--- src/rtl/regfile_sequencer.sv ---
// regfile_sequencer: bus master for the 8x16 register file.
// Accepts one transfer request, reads its sources through the file's single
// combinational read port, computes, writes one result back and pulses done.
module regfile_sequencer #(
    parameter int n = 16
) (
    input  logic         clk,
    input  logic         reset,
    input  logic         req_valid,
    output logic         req_ready,
    input  logic [1:0]   opcode,
    input  logic [2:0]   rd,
    input  logic [2:0]   rs,
    input  logic [2:0]   rt,
    input  logic [n-1:0] imm,
    output logic [2:0]   rf_readnum,
    input  logic [n-1:0] rf_data_out,
    output logic [2:0]   rf_writenum,
    output logic         rf_write,
    output logic [n-1:0] rf_data_in,
    output logic         done,
    output logic [n-1:0] result
);

    typedef enum logic [2:0] {
        IDLE,
        READ_A,
        READ_B,
        EXEC,
        WRITE,
        DONE
    } state_t;

    localparam logic [1:0] OP_MOVI = 2'b00;
    localparam logic [1:0] OP_MOV  = 2'b01;
    localparam logic [1:0] OP_SUB  = 2'b11;

    state_t         state;
    state_t         state_next;
    logic           accept;
    logic [1:0]     op_q;
    logic [2:0]     rd_q;
    logic [2:0]     rs_q;
    logic [2:0]     rt_q;
    logic [n-1:0]   a_q;
    logic [n-1:0]   b_q;
    logic [n-1:0]   result_q;

    // Next-state and handshake/bus outputs; everything is masked while reset is high
    always_comb begin
        state_next = state;
        req_ready  = 1'b0;
        rf_write   = 1'b0;
        done       = 1'b0;
        rf_readnum = rs_q;
        accept     = 1'b0;
        case (state)
            IDLE: begin
                req_ready = ~reset;
                accept    = req_valid & ~reset;
                if (accept)
                    state_next = (opcode == OP_MOVI) ? WRITE : READ_A;
            end
            READ_A:  state_next = (op_q == OP_MOV) ? WRITE : READ_B;
            READ_B: begin
                rf_readnum = rt_q;
                state_next = EXEC;
            end
            EXEC:    state_next = WRITE;
            WRITE: begin
                rf_write   = ~reset;
                state_next = DONE;
            end
            DONE: begin
                done       = ~reset;
                state_next = IDLE;
            end
            default: state_next = IDLE;
        endcase
    end

    // State register
    always_ff @(posedge clk) begin
        if (reset)
            state <= IDLE;
        else
            state <= state_next;
    end

    // Request latch, operand capture and result computation
    always_ff @(posedge clk) begin
        if (reset) begin
            op_q     <= '0;
            rd_q     <= '0;
            rs_q     <= '0;
            rt_q     <= '0;
            a_q      <= '0;
            b_q      <= '0;
            result_q <= '0;
        end else begin
            case (state)
                IDLE: begin
                    if (accept) begin
                        op_q <= opcode;
                        rd_q <= rd;
                        rs_q <= rs;
                        rt_q <= rt;
                        if (opcode == OP_MOVI)
                            result_q <= imm;
                    end
                end
                READ_A: begin
                    a_q <= rf_data_out;
                    if (op_q == OP_MOV)
                        result_q <= rf_data_out;
                end
                READ_B:  b_q <= rf_data_out;
                EXEC:    result_q <= (op_q == OP_SUB) ? (a_q - b_q) : (a_q + b_q);
                default: ;
            endcase
        end
    end

    assign rf_writenum = rd_q;
    assign rf_data_in  = result_q;
    assign result      = result_q;

endmodule
--- config.mk ---
export PLATFORM = sky130hd
export DESIGN_NAME = regfile_sequencer
export DESIGN_NICKNAME = d
export VERILOG_FILES = /design/src/rtl/regfile_sequencer.sv
export SDC_FILE = /design/constraint.sdc
export NUM_CORES = 1
export LEC_CHECK = 0
export ABC_AREA = 1
export ABC_CLOCK_PERIOD_IN_PS = 2300
export CORE_MARGIN = 1.5
export CORE_UTILIZATION = 46
export CTS_BUF_LIST = sky130_fd_sc_hd__clkbuf_4 sky130_fd_sc_hd__clkbuf_8 sky130_fd_sc_hd__clkbuf_16
export CTS_CLUSTER_SIZE = 20
export DETAILED_ROUTE_END_ITERATION = 12
export PLACE_DENSITY = 0.77
export SLEW_MARGIN = 0
export SYNTH_ARGS = -nofsm -noshare
export SYNTH_HDL_FRONTEND = slang
export SYNTH_SLANG_ARGS = --single-unit
--- constraint.sdc ---
create_clock -name clk -period 2.3 [get_ports clk]
set_input_delay 0.69 -clock clk [delete_from_list [all_inputs] [get_ports clk]]
set_output_delay 0.69 -clock clk [all_outputs]
set_load 0.1 [all_outputs]
# Word level (Yosys, flattened, before mapping)
# Cells that the tools add are included.
dict set report word_totals {
  ff_bits 62
  in_bits 46
  out_inout_bits 41
  word_cells 42
}
dict set report classes {
  addsub 2
  eq_ne 11
  n_mux 14
  bitwise 2
  reduce_logical 5
}
# cell count
set ops {}
lappend ops {{$mux W16} 4}
lappend ops {{$pmux W16 S3} 1}
lappend ops {{$add A16 B16 Y16} 1}
lappend ops {{$sub A16 B16 Y16} 1}
lappend ops {{$pmux W3 S5} 1}
lappend ops {{$mux W3} 4}
lappend ops {{$ne A2 B2 Y1 const B} 4}
lappend ops {{$eq A3 B2 Y1 const B} 2}
lappend ops {{$eq A3 B3 Y1 const B} 2}
lappend ops {{$mux W1} 4}
lappend ops {{$reduce_and A4 Y1} 1}
lappend ops {{$eq A3 B1 Y1 const B} 1}
lappend ops {{$logic_not A3 Y1} 1}
lappend ops {{$reduce_bool A3 Y1} 1}
lappend ops {{$eq A2 B1 Y1 const B} 1}
lappend ops {{$eq A2 B2 Y1 const B} 1}
lappend ops {{$logic_not A2 Y1} 1}
lappend ops {{$reduce_and A2 Y1} 1}
lappend ops {{$and A1 B1 Y1} 1}
lappend ops {{$not A1 Y1} 1}

# Logic depth before layout (Yosys ltp)
# Gate-level depths: netlist (run 1).
dict set report depth {
  word_depth 5
  mapped_depth 22
  depth_no_buf 22
}

# Worst setup path before layout (run 1)
# Ideal clock, no wire load.
dict set report synth_path {
  path_type {input to output}
  start {input reset}
  end {output rf_write}
  arrival_ps 3867
  required_ps 1610
  path_slack_ps -2257
  cell_stages 3
  n_path_buf 2
  path_cell_list {buf_2 -> buf_1 -> nor4_1}
}
dict set report synth_via {
  elab_chain_cells 2
}
# item line_no
set synth_lines {}
lappend synth_lines {{start, declared} 8} ;# input logic reset,
lappend synth_lines {{$not A1 Y1} 71} ;# rf_write = ~reset;
lappend synth_lines {{$mux W1} 57} ;# case (state)
lappend synth_lines {{end, declared} 19} ;# output logic rf_write,
# No other way between the ends.

# Worst setup path in the final report (run 1)
dict set report layout_path {
  start {register b_q[1]}
  end {register result_q[15], in the netlist result[15]}
}
dict set report layout_via {
  elab_chain_cells 3
  elab_cells_between_ends 4
  cone_classes {add/sub (2); mux (2)}
}
# item line_no
set layout_lines {}
lappend layout_lines {{start, declared} 46} ;# logic [n-1:0] b_q;
lappend layout_lines {{start signal, assigned} 117} ;# READ_B: b_q <= rf_data_out;
lappend layout_lines {{$add A16 B16 Y16 / $sub A16 B16 Y16 (equally long branches)} 118} ;# EXEC: result_q <= (op_q == OP_SUB) ? (a_q - b_q) : (a_q + b_q);
lappend layout_lines {{$mux W16 *} 118}
lappend layout_lines {{$pmux W16 S3 *} 101} ;# case (state)
lappend layout_lines {{end signal, assigned} 109} ;# result_q <= imm;
lappend layout_lines {{end signal, assigned} 115} ;# result_q <= rf_data_out;
lappend layout_lines {{end signal, assigned} 118}
lappend layout_lines {{end, declared} 47} ;# logic [n-1:0] result_q;
# Mark *: on every way between the ends. The rest lies on a longest branch, timed or not.
# A chain may end at the register's enable or synchronous reset.

==> qor.txt, run 1 <==
Status = finished, violations left
Violated checks = setup timing
Boundary Pins = 87
Total power draw = 7240 uW
CTS tree = done
Clock latency at the later pin of the worst-skew pair = 0.35 ns
HPWL after DPL = 8.89 mm
Via count of the routed design = 4248
Most prevalent standard cell on the critical path = sky130_fd_sc_hd__nand2_2
Layout cell share with drive strength beyond 1 = 35.6%
Count of endpoints failing hold in the final timing report = 0
Switching portion of total power = 50.5%
GRT overflow = 0
Most common cell after layout, fill and taps aside = sky130_fd_sc_hd__nand2_1
Sequential fraction of the synthesis area = 31.8%
Period utilisation layout = 113%
Max H-tree Level = 3
Fillers = 644
Antenna viol nets, final = 0
Quantity of I/O buffers inserted on ports = 86
Type of the tightest min-delay check = reg -> reg
Nets in the synthesized netlist = 618
Critical path endpoint category = flop
Power density over cell area = 1250 mW/mm^2
Top fanout value on the critical path = 4
Maximum clock frequency = 0.385 GHz
Arrival time of data at the critical path endpoint = 2.89 ns
GRT Resource Usage Total = 28.0%
Number of storage elements in the synthesis netlist = 62
Reported leakage power = 0.00246 uW
Part of the power in registers = 18.7%
Cell count after placement = 753
Number of vias per cell = 5.47
VDD IR-drop max = 0.000575 V
Final weighted congestion in routability-driven placement = 0.900
Area used by multi-input combinational logic = 0.00264 sq mm
Average wire length per cell after detail routing = 16.2 um
Critical-path cell list = inv_2 -> ha_4 -> inv_4 -> nor3_4 -> nand3_2 -> nor3_4 -> nor2_1 -> xor2_1 -> inv_1 -> ha_4 -> nand2_2 -> nand2_2 -> nand2_2 -> nand2_2 -> nand2_1 -> nand2_1 -> inv_1 -> nand2_2 -> inv_1 -> nand2_2 -> nand3_2 -> a21oi_1
Clock buffer count from CTS = 9
DR iter-0 viols = 170
FF+latch area = 0.00125 sq mm
Nets@finish = 731
Final core area utilization = 70.4%
Height of the chip = 95.1 um
Count of different cell masters after synthesis = 40
Required time of the critical path = 2.59 ns
Die outline area = 0.00904 sq mm
Critical path's largest stage delay = 0.33 ns
Maximum number of buffers from clock root to sink = 2
Net switching power = 3660 uW
Internal = 3580 uW
Final Instance Count excl. Fillers = 777
Total DRC errors in the routed layout = 0
Clk root buf = sky130_fd_sc_hd__clkbuf_8
Transition time at the pin with the least slew margin = 0.476 ns
Max-slew violations = 0
Global-route wire length before repair = 19.3 mm
Synthesized area per cell = 7.03 sq um
Proportion of power drawn by combinational gates = 67.6%
Wire length after detailed routing = 12.6 mm
Layout overhead on the synthesized area = 48.2%
Leading cell types in the layout, fill and taps excluded = sky130_fd_sc_hd__nand2_1 (102), sky130_fd_sc_hd__buf_4 (81), sky130_fd_sc_hd__dfxtp_1 (55), sky130_fd_sc_hd__inv_1 (53), sky130_fd_sc_hd__a21oi_1 (53)
Setup crit start kind = flop
Clock Sink Count = 62
CTS Hold Bufs = 0
Startpoint-to-endpoint class of the critical path = reg -> reg
Core Rows = 33
Warnings from Yosys = 0
Worst relative slew slack = 68.2%
Initial standard-cell utilization of the core = 47.5%
Initial antenna violation count = 0
Number of global-route vias before repair = 4137
Power share of the clock group = 13.7%
Number of diodes added for antenna fixing = 0
Max capacitance violation total = 0
Clock transition time at the flip-flop clock pins of the worst setup and hold paths = 0.07 ns
Clock period minus worst slack = 2.60 ns
Post-route worst setup slack = -0.299 ns
Area of the mapped netlist = 0.00390 sq mm
Cell with the largest stage delay on the worst path = sky130_fd_sc_hd__dfxtp_2
DRT Pass-1 Iters = 5
Clock tree skew after final layout = 0.00674 ns
Unrepaired setup endpoints after global routing = yes
Horizontal die dimension = 95.1 um
Cell count after synthesis = 555
Pin count of the biggest net entering global routing = 34
Core Footprint = 0.00822 sq mm
Final setup fails = 11
Total negative slack for setup checks = -1.76 ns
[synthesized netlist by cell type, drive strengths merged]
cell / count / area share [%]
nand2: 129 / 13
a21oi: 70 / 9.3
inv: 66 / 6.5
dfxtp: 62 / 32
o21ai: 58 / 7.6
nor2: 32 / 3.3
buf: 31 / 5.6
nand3: 27 / 3.8
ha: 16 / 5.1
xor2: 14 / 3.1
a221oi: 11 / 4.1
clkbuf: 7 / 0.67
nor3: 5 / 0.90
or2: 5 / 0.80
nand4: 4 / 0.64
o31ai: 4 / 0.77
a41oi: 3 / 1.1
nor4: 3 / 0.48
and3: 2 / 0.32
a21o: 1 / 0.19
a31oi: 1 / 0.16
fa: 1 / 0.51
nand3b: 1 / 0.19
o211ai: 1 / 0.19
o21a: 1 / 0.19
[stage by stage]
stage	cell area, sq um	setup slack [ns]	hold slack [ns]
final	5780	-0.299	0.470
after global routing	5780	-0.467	0.493
after CTS	5550	-0.214	0.472
after detailed placement	5120	-0.373	0.460
after global placement	5120	-0.239	0.444
after floorplan	4020	-0.422	0.436
[cell type report]
type | count | area share, %
clock buffers | 11 | 2.51
flip-flops and latches | 62 | 21.6
inverters | 66 | 4.41
well taps | 105 | 2.27
clock inverters | 4 | 0.822
repair buffers | 140 | 22.7
multi-input cells | 389 | 45.7
[logic make-up after synthesis]
group	Yosys count	synth area share, %
DFF	62	31.8
and+or+nand+nor	208	23.1
xor gates and xnor gates	14	3.14
adders and majority gates	17	5.64
AOI/OAI and AO/OA	150	23.5
buffers and inverters	104	12.7
[registers in the layout, indices dropped and copies added, names as in the netlist]
register	count
rf_writenum	3
result	16
state	3
op_q	2
rt_q	3
a_q	16
b_q	16
rs_q	3
[worst paths after layout]
path	cells past startpoint	slack (ns)	end	startpoint
setup / recovery	22	-0.30	result[15]	b_q[1]
hold / removal	2	0.47	a_q[0]	a_q[0]
setup reg to reg	22	-0.30	result[15]	b_q[1]
hold reg to reg	2	0.47	a_q[0]	a_q[0]
[routing by layer]
| metal | share of wire (%) | routed length (um) | track usage (%) | vias to the layer above |
|---|---|---|---|---|
| met5 | 0 | 0 | 0 | - |
| met4 | 3.9 | 488 | 16.5 | 0 |
| met3 | 5.0 | 624 | 4.47 | 39 |
| met2 | 51 | 6380 | 48.9 | 152 |
| met1 | 40 | 5080 | 32.0 | 2002 |
| li1 | - | - | - | 2055 |
[power by group through the flow]
stage	Combinational, uW	Sequential [uW]	Clock, uW
floorplan	2350	1740	0
global placement	3860	1350	0
detailed placement	3910	1360	0
CTS	4340	1340	996
global route	5230	1370	1050
finish	4900	1350	989
[critical path: cells and delay by family, from the launching register on]
kind            cells  cell delay [ns]
xor+xnor            1             0.16
flops               1             0.33
fa+ha+maj           2             0.46
compound gates      1             0.13
simple gates       13             1.15
buf+inv             5             0.28
[what timing repair did]
action	in CTS	in global routing
setup endpoints to repair	18	17
pin swaps	26	21
buffers inserted	4	6
hold endpoints to repair	0	0
resized for setup	60	54
Note: power is estimated with default switching activity, not from simulation.
==> inputs of run 2 (changes only) <==
--- a/config.mk
+++ b/config.mk
@@ -7,7 +7,6 @@
 export LEC_CHECK = 0
 export ABC_AREA = 1
 export ABC_CLOCK_PERIOD_IN_PS = 2300
-export CORE_MARGIN = 1.5
 export CORE_UTILIZATION = 46
 export CTS_BUF_LIST = sky130_fd_sc_hd__clkbuf_4 sky130_fd_sc_hd__clkbuf_8 sky130_fd_sc_hd__clkbuf_16
 export CTS_CLUSTER_SIZE = 20
@@ -17,3 +16,4 @@
 export SYNTH_ARGS = -nofsm -noshare
 export SYNTH_HDL_FRONTEND = slang
 export SYNTH_SLANG_ARGS = --single-unit
+export TNS_END_PERCENT = 1
==> qor.txt, run 2 (synthesis results as in run 1) <==
Layout overhead on the synthesized area = 39.9% (was 48.2%)
HPWL after DPL = 8.61 mm (was 8.89 mm)
Total routed wire length on the met1 layer = 4.92 mm (was 5.08 mm)
Clk root buf = sky130_fd_sc_hd__clkbuf_8 (unchanged)
CTS Hold Bufs = 0 (unchanged)
Type of the tightest min-delay check = reg -> reg (unchanged)
Transition time at the pin with the least slew margin = 0.442 ns (was 0.476 ns)
Core Footprint = 0.00822 sq mm (unchanged)
Cell with the largest stage delay on the worst path = sky130_fd_sc_hd__ha_1 (was sky130_fd_sc_hd__dfxtp_2)
Pin count of the biggest net entering global routing = 41 (was 34)
Post-route worst setup slack = -0.364 ns (was -0.299 ns)
Number of diodes added for antenna fixing = 0 (unchanged)
Unrepaired setup endpoints after global routing = yes (unchanged)
CTS tree = done (unchanged)
Initial antenna violation count = 0 (unchanged)
DR iter-0 viols = 268 (was 170)
Average wire length per cell after detail routing = 15.1 um (was 16.2 um)
Arrival time of data at the critical path endpoint = 2.96 ns (was 2.89 ns)
Top cell family by delay on the critical path = simple AND/OR/NAND/NOR gates (unchanged)
Global-route wire length before repair = 18.5 mm (was 19.3 mm)
FF+latch area = 0.00124 sq mm (was 0.00125 sq mm)
VDD IR-drop max = 0.000566 V (was 0.000575 V)
Nets@finish = 725 (was 731)
Power density over cell area = 1210 mW/mm^2 (was 1250 mW/mm^2)
Boundary Pins = 87 (unchanged)
Max-slew violations = 0 (unchanged)
Area used by multi-input combinational logic = 0.00241 sq mm (was 0.00264 sq mm)
Clock transition time at the flip-flop clock pins of the worst setup and hold paths = 0.08 ns (was 0.07 ns)
Via count of the routed design = 4108 (was 4248)
Count of endpoints failing hold in the final timing report = 0 (unchanged)
Reported leakage power = 0.00238 uW (was 0.00246 uW)
Clock tree skew after final layout = 0.00969 ns (was 0.00674 ns)
GRT Resource Usage Total = 27.1% (was 28.0%)
Maximum number of buffers from clock root to sink = 2 (unchanged)
Violated checks = setup timing (unchanged)
Period utilisation layout = 116% (was 113%)
Number of global-route vias before repair = 3960 (was 4137)
Max capacitance violation total = 0 (unchanged)
Critical path's largest stage delay = 0.38 ns (was 0.33 ns)
Top fanout value on the critical path = 4 (unchanged)
Initial standard-cell utilization of the core = 47.5% (unchanged)
Antenna viol nets, final = 0 (unchanged)
Core Rows = 33 (unchanged)
Worst slack on hold paths = 0.465 ns (was 0.470 ns)
Die outline area = 0.00885 sq mm (was 0.00904 sq mm)
Clock Sink Count = 62 (unchanged)
Final Instance Count excl. Fillers = 771 (was 777)
Layout cell share with drive strength beyond 1 = 28.5% (was 35.6%)
Status = finished, violations left (unchanged)
Critical-path cell list = inv_2 -> ha_4 -> inv_2 -> nor3_4 -> nand3_2 -> nor3_4 -> a21oi_2 -> xor2_1 -> ha_1 -> nand2_2 -> inv_2 -> nand2_2 -> nand2_2 -> nand2_1 -> nand2_1 -> inv_1 -> nand2_1 -> inv_1 -> nand2_1 -> nand3_2 -> a21oi_2 (was inv_2 -> ha_4 -> inv_4 -> nor3_4 -> nand3_2 -> nor3_4 -> nor2_1 -> xor2_1 -> inv_1 -> ha_4 -> nand2_2 -> nand2_2 -> nand2_2 -> nand2_2 -> nand2_1 -> nand2_1 -> inv_1 -> nand2_2 -> inv_1 -> nand2_2 -> nand3_2 -> a21oi_1)
Critical path endpoint category = flop (unchanged)
Setup crit start kind = flop (unchanged)
Horizontal die dimension = 94.1 um (was 95.1 um)
Wire length after detailed routing = 11.7 mm (was 12.6 mm)
GRT overflow = 0 (unchanged)
Startpoint-to-endpoint class of the critical path = reg -> reg (unchanged)
Max H-tree Level = 3 (unchanged)
Number of vias per cell = 5.33 (was 5.47)
Uppermost signal routing layer after detailed routing = met4 (unchanged)
Wire length on met2 = 5.83 mm (was 6.38 mm)
Fillers = 700 (was 644)
DRT Pass-1 Iters = 5 (unchanged)
Most prevalent standard cell on the critical path = sky130_fd_sc_hd__nand2_1 (was sky130_fd_sc_hd__nand2_2)
Detailed-routed wire length on met3 = 703 um (was 624 um)
Leading cell types in the layout, fill and taps excluded = sky130_fd_sc_hd__nand2_1 (117), sky130_fd_sc_hd__buf_4 (80), sky130_fd_sc_hd__dfxtp_1 (59), sky130_fd_sc_hd__inv_1 (56), sky130_fd_sc_hd__a21oi_1 (55) (was sky130_fd_sc_hd__nand2_1 (102), sky130_fd_sc_hd__buf_4 (81), sky130_fd_sc_hd__dfxtp_1 (55), sky130_fd_sc_hd__inv_1 (53), sky130_fd_sc_hd__a21oi_1 (53))
Final weighted congestion in routability-driven placement = 0.900 (about the same)
Clock latency at the later pin of the worst-skew pair = 0.35 ns (about the same)
Clock buffer count from CTS = 9 (unchanged)
DP Worst Slack = -0.306 ns (was -0.373 ns)
Maximum clock frequency = 0.375 GHz (was 0.385 GHz)
Most common cell after layout, fill and taps aside = sky130_fd_sc_hd__nand2_1 (unchanged)
Number of buffer and inverter stages on the critical path = 5 (unchanged)
Total DRC errors in the routed layout = 0 (unchanged)
Required time of the critical path = 2.59 ns (about the same)
Height of the chip = 94.1 um (was 95.1 um)
Cell count after placement = 753 (unchanged)
Worst relative slew slack = 70.5% (was 68.2%)
Final setup fails = 9 (was 11)
Clock period minus worst slack = 2.66 ns (was 2.60 ns)
Quantity of I/O buffers inserted on ports = 86 (unchanged)
run 2: cell count changes in the layout (fill, tap and decap cells not counted), moves of 4 or more:
cell	previous run	this run
sky130_fd_sc_hd__nor2_1	20	26
sky130_fd_sc_hd__nand2_2	23	11
sky130_fd_sc_hd__dfxtp_1	55	59
sky130_fd_sc_hd__nand2_1	102	117
sky130_fd_sc_hd__dfxtp_2	7	3
sky130_fd_sc_hd__a21oi_4	4	0
sky130_fd_sc_hd__nor2_4	5	1
run 2: cell type report:
| class | instances | share of cell area (%) |
|---|---|---|
| clock inverter | 4 | 0.871 |
| timing repair buffer | 134 | 22.5 |
| multi-input combinational | 389 | 44.1 |
| tap | 105 | 2.41 |
| sequential | 62 | 22.8 |
| inverter | 66 | 4.63 |
| clock buffer | 11 | 2.66 |
run 2: through the flow:
stage | utilization, % | total power (uW) | area, sq um | setup TNS, ns
final | 66.4 | 6610 | 5460 | -2.27
after global routing | 66.4 | 7010 | 5460 | -4.07
after CTS | 64.7 | 6320 | 5320 | -1.28
after detailed placement | 61.4 | 5170 | 5040 | -4.57
after global placement | 61.4 | 5130 | 5040 | -3.29
after floorplan | - | 4030 | 3970 | -1.51
run 2: tightest hold or removal path, cell delays in order (launching register included):
cell	delay, ns
sky130_fd_sc_hd__dfxtp_1	0.32
sky130_fd_sc_hd__inv_1	0.05
sky130_fd_sc_hd__a21oi_1	0.05
run 2: final timing paths:
path	start	end	slack, ns	depth (start not counted)
max	b_q[0]	result[15]	-0.36	21
min	b_q[15]	b_q[15]	0.47	2
max reg2reg	b_q[0]	result[15]	-0.36	21
min reg2reg	b_q[15]	b_q[15]	0.47	2
run 2: what timing repair did:
action                     4_1_cts  5_1_grt
hold endpoints to repair         0        0
setup endpoints to repair       17       14
pin swaps                        5       14
gates resized for setup         26       31
buffers inserted                 0        3
gates cloned                     0        0
run 2: where the power goes:
part	total, uW	leakage [uW]	internal (uW)	switching (uW)
combinational	4290	0.00178	1550	2750
clock	972	0.0000986	532	440
sequential	1340	0.000508	1220	121
run 2: metal layers:
metal / vias to the layer above / track usage, %
li1: 2045 / -
met1: 1889 / 32.9
met2: 150 / 47.4
met3: 24 / 5.02
met4: 0 / 9.36
met5: - / 0
==> inputs of run 3 (changes only) <==
--- a/config.mk
+++ b/config.mk
@@ -7,6 +7,7 @@
 export LEC_CHECK = 0
 export ABC_AREA = 1
 export ABC_CLOCK_PERIOD_IN_PS = 2300
+export CAP_MARGIN = 20
 export CORE_UTILIZATION = 46
 export CTS_BUF_LIST = sky130_fd_sc_hd__clkbuf_4 sky130_fd_sc_hd__clkbuf_8 sky130_fd_sc_hd__clkbuf_16
 export CTS_CLUSTER_SIZE = 20
==> results of run 3 <==
No change in the layout: final DEF, timing and power equal those of run 2.
